==> config.mk <==
export PLATFORM = sky130hd
export DESIGN_NAME = instr_prefetch_flat
export DESIGN_NICKNAME = d
export VERILOG_FILES = /design/src/rtl/instr_prefetch_if.sv /design/src/rtl/instr_prefetch.sv /design/src/flat_wrapper.sv
export SDC_FILE = /design/constraint.sdc
export NUM_CORES = 1
export LEC_CHECK = 0
export CORE_AREA = 2 2 160 162
export DETAILED_ROUTE_END_ITERATION = 8
export DIE_AREA = 0 0 162 164
export HOLD_SLACK_MARGIN = 0.08
export PLACE_DENSITY_LB_ADDON = 0.25
export SLEW_MARGIN = 5
export SYNTH_ARGS = -nofsm -noshare
export SYNTH_HDL_FRONTEND = slang
export SYNTH_SLANG_ARGS = --single-unit
==> constraint.sdc <==
create_clock -name clk -period 3.7 [get_ports clk]
set_input_delay 0.74 -clock clk [delete_from_list [all_inputs] [get_ports clk]]
set_output_delay 0.74 -clock clk [all_outputs]
set_load 0.05 [all_outputs]
==> src/rtl/instr_prefetch_if.sv <==
// Bundles the fetch-request/response channel toward instruction memory and
// the {pc, instr} output channel toward the IF/ID register.
interface instr_prefetch_if;
  logic        mem_req_valid;
  logic [31:0] mem_req_addr;
  logic        mem_req_ready;
  logic        mem_resp_valid;
  logic [31:0] mem_resp_instr;
  logic        out_valid;
  logic [31:0] out_pc;
  logic [31:0] out_instr;
  logic        out_ready;

  // Prefetch unit side.
  modport master (
    output mem_req_valid, mem_req_addr,
    input  mem_req_ready, mem_resp_valid, mem_resp_instr,
    output out_valid, out_pc, out_instr,
    input  out_ready
  );

  // Memory / decode side.
  modport slave (
    input  mem_req_valid, mem_req_addr,
    output mem_req_ready, mem_resp_valid, mem_resp_instr,
    input  out_valid, out_pc, out_instr,
    output out_ready
  );
endinterface

==> src/rtl/instr_prefetch.sv <==
// Instruction prefetch unit: issues sequential fetches to a variable-latency
// memory under a credit limit of DEPTH, queues in-order responses, presents
// one {pc, instr} per cycle to decode, and discards stale fetches on redirect.
module instr_prefetch #(
  parameter int unsigned DEPTH    = 4,
  parameter logic [31:0] RESET_PC = 32'h0000_0000
) (
  input  logic             clk,
  input  logic             rst,
  input  logic             redirect,
  input  logic [31:0]      redirect_pc,
  instr_prefetch_if.master bus
);

  localparam int unsigned CW      = $clog2(DEPTH + 1);
  localparam int unsigned PW      = $clog2(DEPTH);
  localparam logic [31:0] NOP     = 32'h0000_0013;
  localparam logic [CW:0] DEPTH_W = (CW + 1)'(DEPTH);

  logic [31:0]   fetch_pc;
  logic [31:0]   resp_pc;
  logic [31:0]   q_pc    [DEPTH];
  logic [31:0]   q_instr [DEPTH];
  logic [PW-1:0] rd_ptr;
  logic [PW-1:0] wr_ptr;
  logic [CW-1:0] count;
  logic [CW-1:0] inflight;
  logic [CW-1:0] drop;

  logic          req_fire;
  logic          resp_take;
  logic          push;
  logic          pop;
  logic [CW-1:0] inflight_nxt;
  logic [31:0]   redirect_word;
  logic          unused_pc_bits;

  assign redirect_word  = {redirect_pc[31:2], 2'b00};
  assign unused_pc_bits = ^redirect_pc[1:0];

  // Handshake outputs, queue head presentation and per-cycle event decode.
  always_comb begin
    // Requests only while out of reset, not redirecting, and with a free credit.
    bus.mem_req_valid = rst && !redirect &&
                        (({1'b0, count} + {1'b0, inflight}) < DEPTH_W);
    bus.mem_req_addr  = fetch_pc;
    bus.out_valid     = (count != '0) && !redirect;
    bus.out_pc        = (count != '0) ? q_pc[rd_ptr]    : 32'h0;
    bus.out_instr     = (count != '0) ? q_instr[rd_ptr] : NOP;

    req_fire     = bus.mem_req_valid && bus.mem_req_ready;
    // A response with nothing outstanding is a protocol error and is ignored.
    resp_take    = bus.mem_resp_valid && ((inflight != '0) || (drop != '0));
    push         = resp_take && (drop == '0) && !redirect;
    pop          = bus.out_valid && bus.out_ready;
    inflight_nxt = inflight + CW'(req_fire) - CW'(resp_take);
  end

  // Control state: fetch/response PCs, queue pointers and credit counters.
  always_ff @(posedge clk or negedge rst) begin
    if (!rst) begin
      fetch_pc <= RESET_PC;
      resp_pc  <= RESET_PC;
      rd_ptr   <= '0;
      wr_ptr   <= '0;
      count    <= '0;
      inflight <= '0;
      drop     <= '0;
    end else begin
      // NOTE: non-blocking assignments so every register samples pre-edge values.
      inflight <= inflight_nxt;
      if (redirect) begin
        fetch_pc <= redirect_word;
        resp_pc  <= redirect_word;
        rd_ptr   <= '0;
        wr_ptr   <= '0;
        count    <= '0;
        // Every fetch still outstanding after this edge belongs to the
        // abandoned stream, so all of them must be discarded on return.
        drop     <= inflight_nxt;
      end else begin
        if (req_fire) fetch_pc <= fetch_pc + 32'd4;
        if (resp_take) begin
          if (drop != '0) drop <= drop - CW'(1);
          else            resp_pc <= resp_pc + 32'd4;
        end
        if (push) wr_ptr <= wr_ptr + PW'(1);
        if (pop)  rd_ptr <= rd_ptr + PW'(1);
        count <= count + CW'(push) - CW'(pop);
      end
    end
  end

  // Queue storage written on push.
  // NOTE: entry storage has no reset; count gates every read, so stale contents are never visible.
  always_ff @(posedge clk) begin
    if (push) begin
      q_pc[wr_ptr]    <= resp_pc;
      q_instr[wr_ptr] <= bus.mem_resp_instr;
    end
  end

endmodule

==> src/flat_wrapper.sv <==
// flat-port wrapper written by rule: the top's interface ports become plain ports
module instr_prefetch_flat 
#(
  parameter int unsigned DEPTH    = 4,
  parameter logic [31:0] RESET_PC = 32'h0000_0000
)
  (clk, rst, redirect, redirect_pc, bus_mem_req_valid, bus_mem_req_addr, bus_mem_req_ready, bus_mem_resp_valid, bus_mem_resp_instr, bus_out_valid, bus_out_pc, bus_out_instr, bus_out_ready);
  instr_prefetch_if bus_i ();
  input  logic clk;
  input  logic rst;
  input  logic redirect;
  input  logic [31:0] redirect_pc;
  output wire logic [$bits(bus_i.mem_req_valid)-1:0] bus_mem_req_valid;
  output wire logic [$bits(bus_i.mem_req_addr)-1:0] bus_mem_req_addr;
  input wire logic [$bits(bus_i.mem_req_ready)-1:0] bus_mem_req_ready;
  input wire logic [$bits(bus_i.mem_resp_valid)-1:0] bus_mem_resp_valid;
  input wire logic [$bits(bus_i.mem_resp_instr)-1:0] bus_mem_resp_instr;
  output wire logic [$bits(bus_i.out_valid)-1:0] bus_out_valid;
  output wire logic [$bits(bus_i.out_pc)-1:0] bus_out_pc;
  output wire logic [$bits(bus_i.out_instr)-1:0] bus_out_instr;
  input wire logic [$bits(bus_i.out_ready)-1:0] bus_out_ready;
  assign bus_mem_req_valid = bus_i.mem_req_valid;
  assign bus_mem_req_addr = bus_i.mem_req_addr;
  assign bus_i.mem_req_ready = bus_mem_req_ready;
  assign bus_i.mem_resp_valid = bus_mem_resp_valid;
  assign bus_i.mem_resp_instr = bus_mem_resp_instr;
  assign bus_out_valid = bus_i.out_valid;
  assign bus_out_pc = bus_i.out_pc;
  assign bus_out_instr = bus_i.out_instr;
  assign bus_i.out_ready = bus_out_ready;
  instr_prefetch #(.DEPTH(DEPTH), .RESET_PC(RESET_PC)) u_core (.clk(clk), .rst(rst), .redirect(redirect), .redirect_pc(redirect_pc), .bus(bus_i));
endmodule
==> impl_metrics.tcl, run 1 <==
set metrics [dict create \
    r2r-start "u_core.count[1]$_DFF_PN0_" \
    synth.most_common_cell "edfxtp_1" \
    drt_iter0_drc 531 \
    core_mm2 0.0248 \
    cp.arrival_ns 2.79 \
    grt_pass1_vias 8114 \
    crit_type "reg -> out" \
    cts_resized 0 \
    grt_max_degree 63 \
    finalSetupViolCount 0 \
    drcViolationCount 0 \
    fmax_mhz 283 \
    insertion_delay_ns 0.55 \
    r2r_end "u_core.count[2]$_DFF_PN0_" \
    clock_path_buffers 3 \
    outcome "finished clean" \
    required_ns 2.96 \
    dr.pass1.iters 5 \
    slew_viol_final 0 \
    start_util_pct 55.3 \
    drtAntennaViolNets 0 \
    worstMarginPinSlew_ns 0.776 \
    rows 58 \
    powerDensity_mw_per_mm2 660 \
    total_leakage_power_nw 5.76 \
    slew_headroom_pct 47.8 \
    finalSetupTns_ns 0 \
    wirelength_um 28100 \
    synth-main-ff-cell "edfxtp_1" \
    cts_tree "built" \
    ys_types 58 \
    via_count 8032 \
    synthCells 866 \
    post-route-period-util_pct 95.5 \
    ys_ff_latch 321 \
    cp-end-kind "primary output" \
    yosys_warnings 0 \
    io_pins 168 \
    synth_async_sr_flop_share_pct 22.7 \
    multi_input_area_mm2 0.00420 \
    grt_setup_unrepaired "no" \
    gp_congestion 0.839 \
    final_area_mm2 0.0169 \
    placed_cell_area_mm2 0.0158 \
    synth_area_mm2 0.0137 \
    reg2reg_slack_ns 0.96 \
    finClkSkew_ns 0.00993 \
    port_buffers 161 \
    hold_path.class "in -> async" \
    cts_buffers 31 \
    drv_cap 0 \
    hold_viol 0 \
    regArea_mm2 0.00928 \
    post_drt_wl_per_cell_um 20.0 \
    fillCellCount 1733 \
    synth_area_leaders "edfxtp_1 (54%), dfrtp_1 (13%), mux4_2 (10%), and2_1 (3.1%), xnor2_1 (1.7%)" \
    antennaDiodeCount 0 \
    clockRootBuffer "clkbuf_16" \
    path_clk_slew_ns 0.06 \
    clock-sinks 321 \
    avgSynthCellArea_um2 15.9 \
    dp_hpwl_um 18100 \
    area_growth_pct 22.8 \
    grt_overflow 0 \
    nNetsFinal 1134 \
    synth_seq_area_share_pct 67.5 \
    vias_per_cell 5.73 \
    yosys.area.top_type "edfxtp_1" \
    yosys.area.top_type_share_pct 54.2 \
    drive_gt1_share_pct 16.0 \
    dieArea_mm2 0.0266 \
    die-height_um 164 \
    grtUsageTotal_pct 21.7 \
    grt_first_pass_wirelength_um 44500 \
    period_needed_ns 3.53 \
    die-width_um 162 \
    antenna_found_initial 0 \
    r2r_cells 11 \
    ir_drop_mv 0.376 \
    h-tree-depth 1 \
    path_max_fanout 61 \
    synth_edf_count 248 \
    startpoint_type "register" \
    synthTopCellsByCount "edfxtp_1 (248), dfrtp_1 (73), and2_1 (68)" \
]
## cell families (layout without fill, tap and decap cells)
group / count (synthesis) / after routing / share of synthesized area (%)
flip-flops: 321 / 321 / 67.5
AND/OR/NAND/NOR: 270 / 270 / 11.3
multiplexers: 76 / 76 / 11.3
AO/OA/AOI/OAI: 71 / 71 / 3.30
buffers and inverters: 65 / 268 / 2.01
XOR/XNOR: 46 / 46 / 2.93
adder cells (fa/ha/maj): 16 / 16 / 1.57
other: 1 / 4 / 0.0273
## critical path: stages (launching register included)
cell,delay (ns)
dfrtp_1,0.46
or3_2,0.48
buf_4,0.31
and2_1,0.22
clkdlybuf4s50_1,0.73
## power by group
part | switching [W] | total (W) | leakage [nW] | internal, W
Clock | 0.00125 | 0.00291 | 0.454 | 0.00167
Combinational | 0.00229 | 0.00384 | 2.19 | 0.00155
Sequential | 0.000243 | 0.00437 | 3.11 | 0.00413
Total | 0.00377 | 0.0111 | 5.76 | 0.00735
## repair_timing
action / 4_1_cts / 5_1_grt
setup endpoints to repair: 18 / 0
buffers inserted: 7 / 0
hold buffers: 0 / 0
## layout make-up
cell class	count	area share, %
Tap cell	330	2.45
Clock inverter	13	0.564
Timing Repair Buffer	190	11.5
Sequential cell	321	55.0
Clock buffer	44	5.07
Multi-Input combinational cell	483	24.9
Inverter	21	0.467
## sequential cells by signal, summed over array words and instances, names as in the netlist
name and flops:
u_core.bus.mem_req_addr 30, u_core.count 3, u_core.drop 3, u_core.inflight 3
u_core.q_instr 128, u_core.q_pc 120, u_core.rd_ptr 2, u_core.resp_pc 30
u_core.wr_ptr 2
## per-stage QoR
stage	hold WS [ns]	cells	setup slack [ns]	util [%]	total power, W
2_1_floorplan	0.444	869	0.505	-	0.00699
3_3_place_gp	0.552	1338	0.542	63.8	0.00817
3_5_place_dp	0.554	1338	0.514	63.8	0.00823
4_1_cts	0.101	1402	0.133	68.0	0.0112
5_1_grt	0.104	1402	0.0573	68.0	0.0116
6_report	0.0996	1402	0.168	68.0	0.0111
## metal layers
layer,vias up,track usage (%),part of all wire (%)
met5,-,0,0
met4,0,5.47,1.8
met3,37,3.21,6.1
met2,303,36.2,48
met1,3999,30.7,44
li1,3693,-,-
## cells in the final DEF, fill, tap and decap left out, types with 6 or more instances in the layout
cell / instances
a21oi_1: 6
and2_1: 64
and3_1: 14
buf_12: 10
buf_4: 20
clkbuf_1: 10
clkbuf_16: 31
clkdlybuf4s50_1: 158
clkinv_1: 6
dfrtp_1: 71
edfxtp_1: 248
ha_1: 14
inv_1: 20
mux2_2: 13
mux4_2: 62
nand2_1: 48
nand3_1: 32
nand4_1: 21
nor2_1: 25
nor3_1: 14
nor4_1: 9
o211ai_1: 9
o21ai_0: 22
o21ai_1: 10
xnor2_1: 27
xor2_1: 19
## worst max path at each step
stage / from / to / slack [ns]
detailed placement: u_core.rd_ptr[0]$_DFFE_PN0P_ / bus_out_pc[3] / 0.51
finish: u_core.count[1]$_DFF_PN0_ / bus_out_pc[9] / 0.17
global placement: u_core.rd_ptr[0]$_DFFE_PN0P_ / bus_out_pc[11] / 0.54
floorplan: redirect / u_core.q_instr[0][0]$_DFFE_PP_ / 0.51
global route: u_core.count[1]$_DFF_PN0_ / bus_out_pc[29] / 0.06
CTS: u_core.count[1]$_DFF_PN0_ / bus_out_pc[29] / 0.13
(Power assumes the default switching activity.)
==> run 2: changes to the inputs <==
- CAP_MARGIN: default -> 20
- CORE_AREA: 2 2 160 162 -> 2 2 217 219
- DIE_AREA: 0 0 162 164 -> 0 0 219 221
==> impl_metrics.tcl, run 2 (same netlist as run 1, synthesis figures left out) <==
set metrics [dict create \
    outcome "finished clean" \
    reg2reg_slack_ns 1.03 \
    power.total_w 0.0117 \
    via_count 8032 \
    grt_pass1_vias 8351 \
    powerDensity_mw_per_mm2 674 \
    hold_ws_ns 0.377 \
    r2r_end "u_core.count[2]$_DFF_PN0_" \
    antenna_found_initial 3 \
    dr.pass1.iters 4 \
    start_util_pct 29.8 \
    grt_overflow 0 \
    r2r_cells 11 \
    grt_setup_unrepaired "no" \
    die-width_um 219 \
    core_mm2 0.0461 \
    wl_met2_um 14900 \
    drcViolationCount 0 \
    clockRootBuffer "clkbuf_16" \
    io_pins 168 \
    drt_iter0_drc 485 \
    routedLengthMet1_um 14800 \
    h-tree-depth 2 \
    hold_viol 0 \
    nNetsFinal 1137 \
    clock-sinks 321 \
    startpoint_type "register" \
    largest_reg_flops 128 \
    dieArea_mm2 0.0484 \
    dp_hpwl_um 20900 \
    crit_buf_inv 2 \
    slew_viol_final 0 \
    total_leakage_power_nw 5.91 \
    r2r-start "u_core.count[1]$_DFF_PN0_" \
    post_drt_wl_per_cell_um 19.2 \
    maxUsedRoutingLayer "met5" \
    rows 79 \
    cts_tree "built" \
    gp_congestion 0.789 \
    cp-end-kind "primary output" \
    path_max_fanout 19 \
    layout_commonest_cell "edfxtp_1" \
    drtAntennaViolNets 0 \
    finClkSkew_ns 0.0192 \
    vias_per_cell 4.76 \
    hold_path.class "in -> async" \
    cp.arrival_ns 2.83 \
    cts_buffers 38 \
    path_clk_slew_ns 0.06 \
    required_ns 2.96 \
    wirelength_um 32400 \
    drive_gt1_share_pct 16.7 \
    routed-wl-met3_um 2020 \
    cpPeakStageDelay_ns 0.69 \
    die-height_um 221 \
    final_cell_count_no_fill 1687 \
    slew_headroom_pct 53.6 \
    ir_drop_mv 0.340 \
    drv_cap 0 \
    clock_path_buffers 3 \
    grt_max_degree 63 \
    grt_first_pass_wirelength_um 49900 \
    finalSetupViolCount 0 \
    critPathSlowestCell "clkdlybuf4s50_1" \
    final_cell_mix "edfxtp_1 (248), clkdlybuf4s50_1 (149), dfrtp_1 (71)" \
    worstMarginPinSlew_ns 0.691 \
    worstSetupStartpoint "u_core.rd_ptr[0]$_DFFE_PN0P_" \
    grtUsageTotal_pct 13.6 \
    post-route-period-util_pct 96.6 \
    port_buffers 161 \
    fin_util_pct 37.9 \
    crit_chain "buf_12, mux4_2, and2_1, clkdlybuf4s50_1" \
    largest_register "u_core.q_instr" \
    crit_type "reg -> out" \
    area_growth_pct 26.9 \
    dpl.cell_count 1618 \
    insertion_delay_ns 0.53 \
    cpLargestDelayFamily "buffers and inverters" \
    fmax_mhz 280 \
    period_needed_ns 3.57 \
    reg_top3 "u_core.q_instr: 128 flops, u_core.q_pc: 120 flops" \
    finalSetupTns_ns 0 \
]
==> run 2: changes by cell type in the layout (fill, tap and decap cells not counted), sizes merged, moves of 2 or more <==
cell,before,now
clkinv,10,17
bufinv,1,3
clkdlybuf4s50,158,149
buf,32,28
dlygate4sd2,0,8
inv,20,22
==> run 2: where the power goes <==
group	total (W)	internal [W]	switching (W)
clock network	0.00359	0.00214	0.00145
registers	0.00438	0.00413	0.000254
logic	0.00377	0.00147	0.00230
==> run 2: how the worst max path moves through the flow <==
stage,slack (ns),cells past startpoint,endpoint
2_1_floorplan,0.51,3,u_core.q_instr[0][0]$_DFFE_PP_
3_3_place_gp,0.57,4,bus_out_pc[8]
3_5_place_dp,0.54,4,bus_out_pc[8]
4_1_cts,0.03,4,bus_out_pc[31]
5_1_grt,0.001,4,bus_out_pc[31]
6_report,0.13,4,bus_out_pc[30]
==> run 2: metal layers <==
| metal | global-route usage [%] | vias to the layer above |
|---|---|---|
| li1 | - | 3694 |
| met1 | 18.8 | 4059 |
| met2 | 21.1 | 232 |
| met3 | 3.46 | 45 |
| met4 | 3.66 | 2 |
| met5 | 0 | - |
==> run 2: stage by stage <==
stage	setup WS [ns]	instance area [um^2]
2_1_floorplan	0.505	13700
3_3_place_gp	0.574	16200
3_5_place_dp	0.539	16200
4_1_cts	0.0341	17400
5_1_grt	0.00124	17400
6_report	0.128	17400
==> run 2: timing repair <==
action                                  in CTS  in global routing
gates resized for setup                      9                  1
hold buffers                                 0                  0
hold endpoints to repair                     0                  0
endpoints found under the setup margin      10                  1
buffers inserted                             0                  0
==> run 2: cell type report <==
type / count / area [um^2]
antenna: 1 / 2.50
tap: 607 / 759
clock inverter: 23 / 204
timing repair buffer: 186 / 1910
clock buffer: 45 / 998
multi-input combinational: 483 / 4210
fill: 4401 / 28600
sequential: 321 / 9280
inverter: 21 / 78.8
==> run 3: changes to the inputs <==
==> constraint.sdc (replaced) <==
create_clock -name clk -period 3.7 [get_ports clk]
set_input_delay 0.555 -clock clk [delete_from_list [all_inputs] [get_ports clk]]
set_output_delay 0.555 -clock clk [all_outputs]
set_load 0.05 [all_outputs]
==> impl_metrics.tcl, run 3 (same netlist as run 1, synthesis figures left out) <==
set metrics [dict create \
    vias_per_cell 4.77 \
    dpl.cell_count 1613 \
    port_buffers 161 \
    antenna_found_initial 3 \
    cts_tree "built" \
    drv_cap 0 \
    largest_register "u_core.q_instr" \
    cp-end-kind "primary output" \
    maxUsedRoutingLayer "met4" \
    finalSetupTns_ns 0 \
    pre_cts_slack_ns 0.665 \
    cts_buffers 37 \
    routed-wl-met3_um 1880 \
    period_needed_ns 3.50 \
    setup_ws_ns 0.200 \
    hold_buffers 0 \
    slew_viol_final 0 \
    area_growth_pct 26.9 \
    insertion_delay_ns 0.53 \
    worstMarginPinSlew_ns 0.902 \
    post-route-period-util_pct 94.6 \
    cp.arrival_ns 2.95 \
    outcome "finished clean" \
    finClkSkew_ns 0.0224 \
    clock-sinks 321 \
    nNetsFinal 1131 \
    die-width_um 219 \
    cts_resized 0 \
    total_leakage_power_nw 5.86 \
    clockRootBuffer "clkbuf_16" \
    fmax_mhz 286 \
    dr.pass1.iters 7 \
    final_cell_count_no_fill 1680 \
    cts_setup_buffers 0 \
    antennaDiodeCount 0 \
    final_cell_mix "edfxtp_1 (248), clkdlybuf4s50_1 (158), dfrtp_1 (71)" \
    die-height_um 221 \
    drcViolationCount 0 \
    gp_congestion 0.786 \
    path_max_fanout 17 \
    dp_hpwl_um 21000 \
    drt_iter0_drc 415 \
    drtAntennaViolNets 0 \
    grt_max_degree 63 \
    startpoint_type "register" \
    hold_viol 0 \
    ir_drop_mv 0.367 \
    core_mm2 0.0461 \
    crit_type "reg -> out" \
    post_drt_wl_per_cell_um 19.2 \
    powerDensity_mw_per_mm2 679 \
    grt_setup_unrepaired "no" \
    finalSetupViolCount 0 \
    slew_headroom_pct 39.4 \
    io_pins 168 \
    via_count 8007 \
    grtUsageTotal_pct 13.4 \
    start_util_pct 29.8 \
    grt_pass1_vias 8215 \
    layout_commonest_cell "edfxtp_1" \
    required_ns 3.14 \
    grt_overflow 0 \
    reg_top3 "u_core.q_instr: 128 flops, u_core.q_pc: 120 flops" \
    h-tree-depth 2 \
    largest_reg_flops 128 \
    wirelength_um 32300 \
    wl_met2_um 14700 \
    clock_path_buffers 3 \
    hold_ws_ns 0.119 \
    path_clk_slew_ns 0.06 \
    routedLengthMet1_um 15200 \
    rows 79 \
    drive_gt1_share_pct 16.5 \
    dieArea_mm2 0.0484 \
    grt_first_pass_wirelength_um 49700 \
    hold_path.class "in -> async" \
]
[run 3: area by class of cell]
| type | instances | area (um^2) |
|---|---|---|
| Sequential cell | 321 | 9280 |
| Inverter | 21 | 78.8 |
| Multi-Input combinational cell | 483 | 4210 |
| Timing Repair Buffer | 181 | 1870 |
| Fill cell | 4380 | 28600 |
| Tap cell | 607 | 759 |
| Clock buffer | 48 | 1010 |
| Clock inverter | 19 | 229 |
[run 3: path summary, 6_finish.rpt]
check	start	end	slack, ns	cells after the start
setup / recovery	u_core.rd_ptr[0]$_DFFE_PN0P_	bus_out_pc[8]	0.20	4
setup reg to reg	u_core.count[1]$_DFF_PN0_	u_core.count[2]$_DFF_PN0_	0.96	10
hold reg to reg	u_core.bus.mem_req_addr[20]$_DFFE_PN0P_	u_core.bus.mem_req_addr[20]$_DFFE_PN0P_	0.57	1
min in group clk	redirect	u_core.rd_ptr[0]$_DFFE_PN0P_	0.45	2
max in group asynchronous	rst	u_core.rd_ptr[0]$_DFFE_PN0P_	2.53	3
hold / removal	rst	u_core.bus.mem_req_addr[20]$_DFFE_PN0P_	0.12	2
[run 3: where the power goes]
group,internal (W),switching [W],leakage [nW]
Sequential,0.00413,0.000250,3.11
Combinational,0.00149,0.00230,2.15
Clock,0.00222,0.00145,0.597
[run 3: worst max-delay path: stages (launching register included)]
cell	delay (ns)
dfrtp_4	0.56
buf_4	0.39
mux4_2	0.59
and2_1	0.18
clkdlybuf4s50_1	0.69
[run 3: per-stage QoR]
stage / power, W / area [um^2] / utilization, %
after floorplan: 0.00699 / 13700 / -
after global placement: 0.00830 / 16200 / 35.2
after detailed placement: 0.00833 / 16200 / 35.2
after CTS: 0.0121 / 17400 / 37.8
after global routing: 0.0124 / 17400 / 37.8
final: 0.0118 / 17400 / 37.8
[run 3: per-layer routing]
metal  global-route usage, %  vias up
li1                        -     3681
met2                    20.8      236
met4                    3.60        0
met3                    2.82       43
met1                    19.2     4047
met5                       0        -
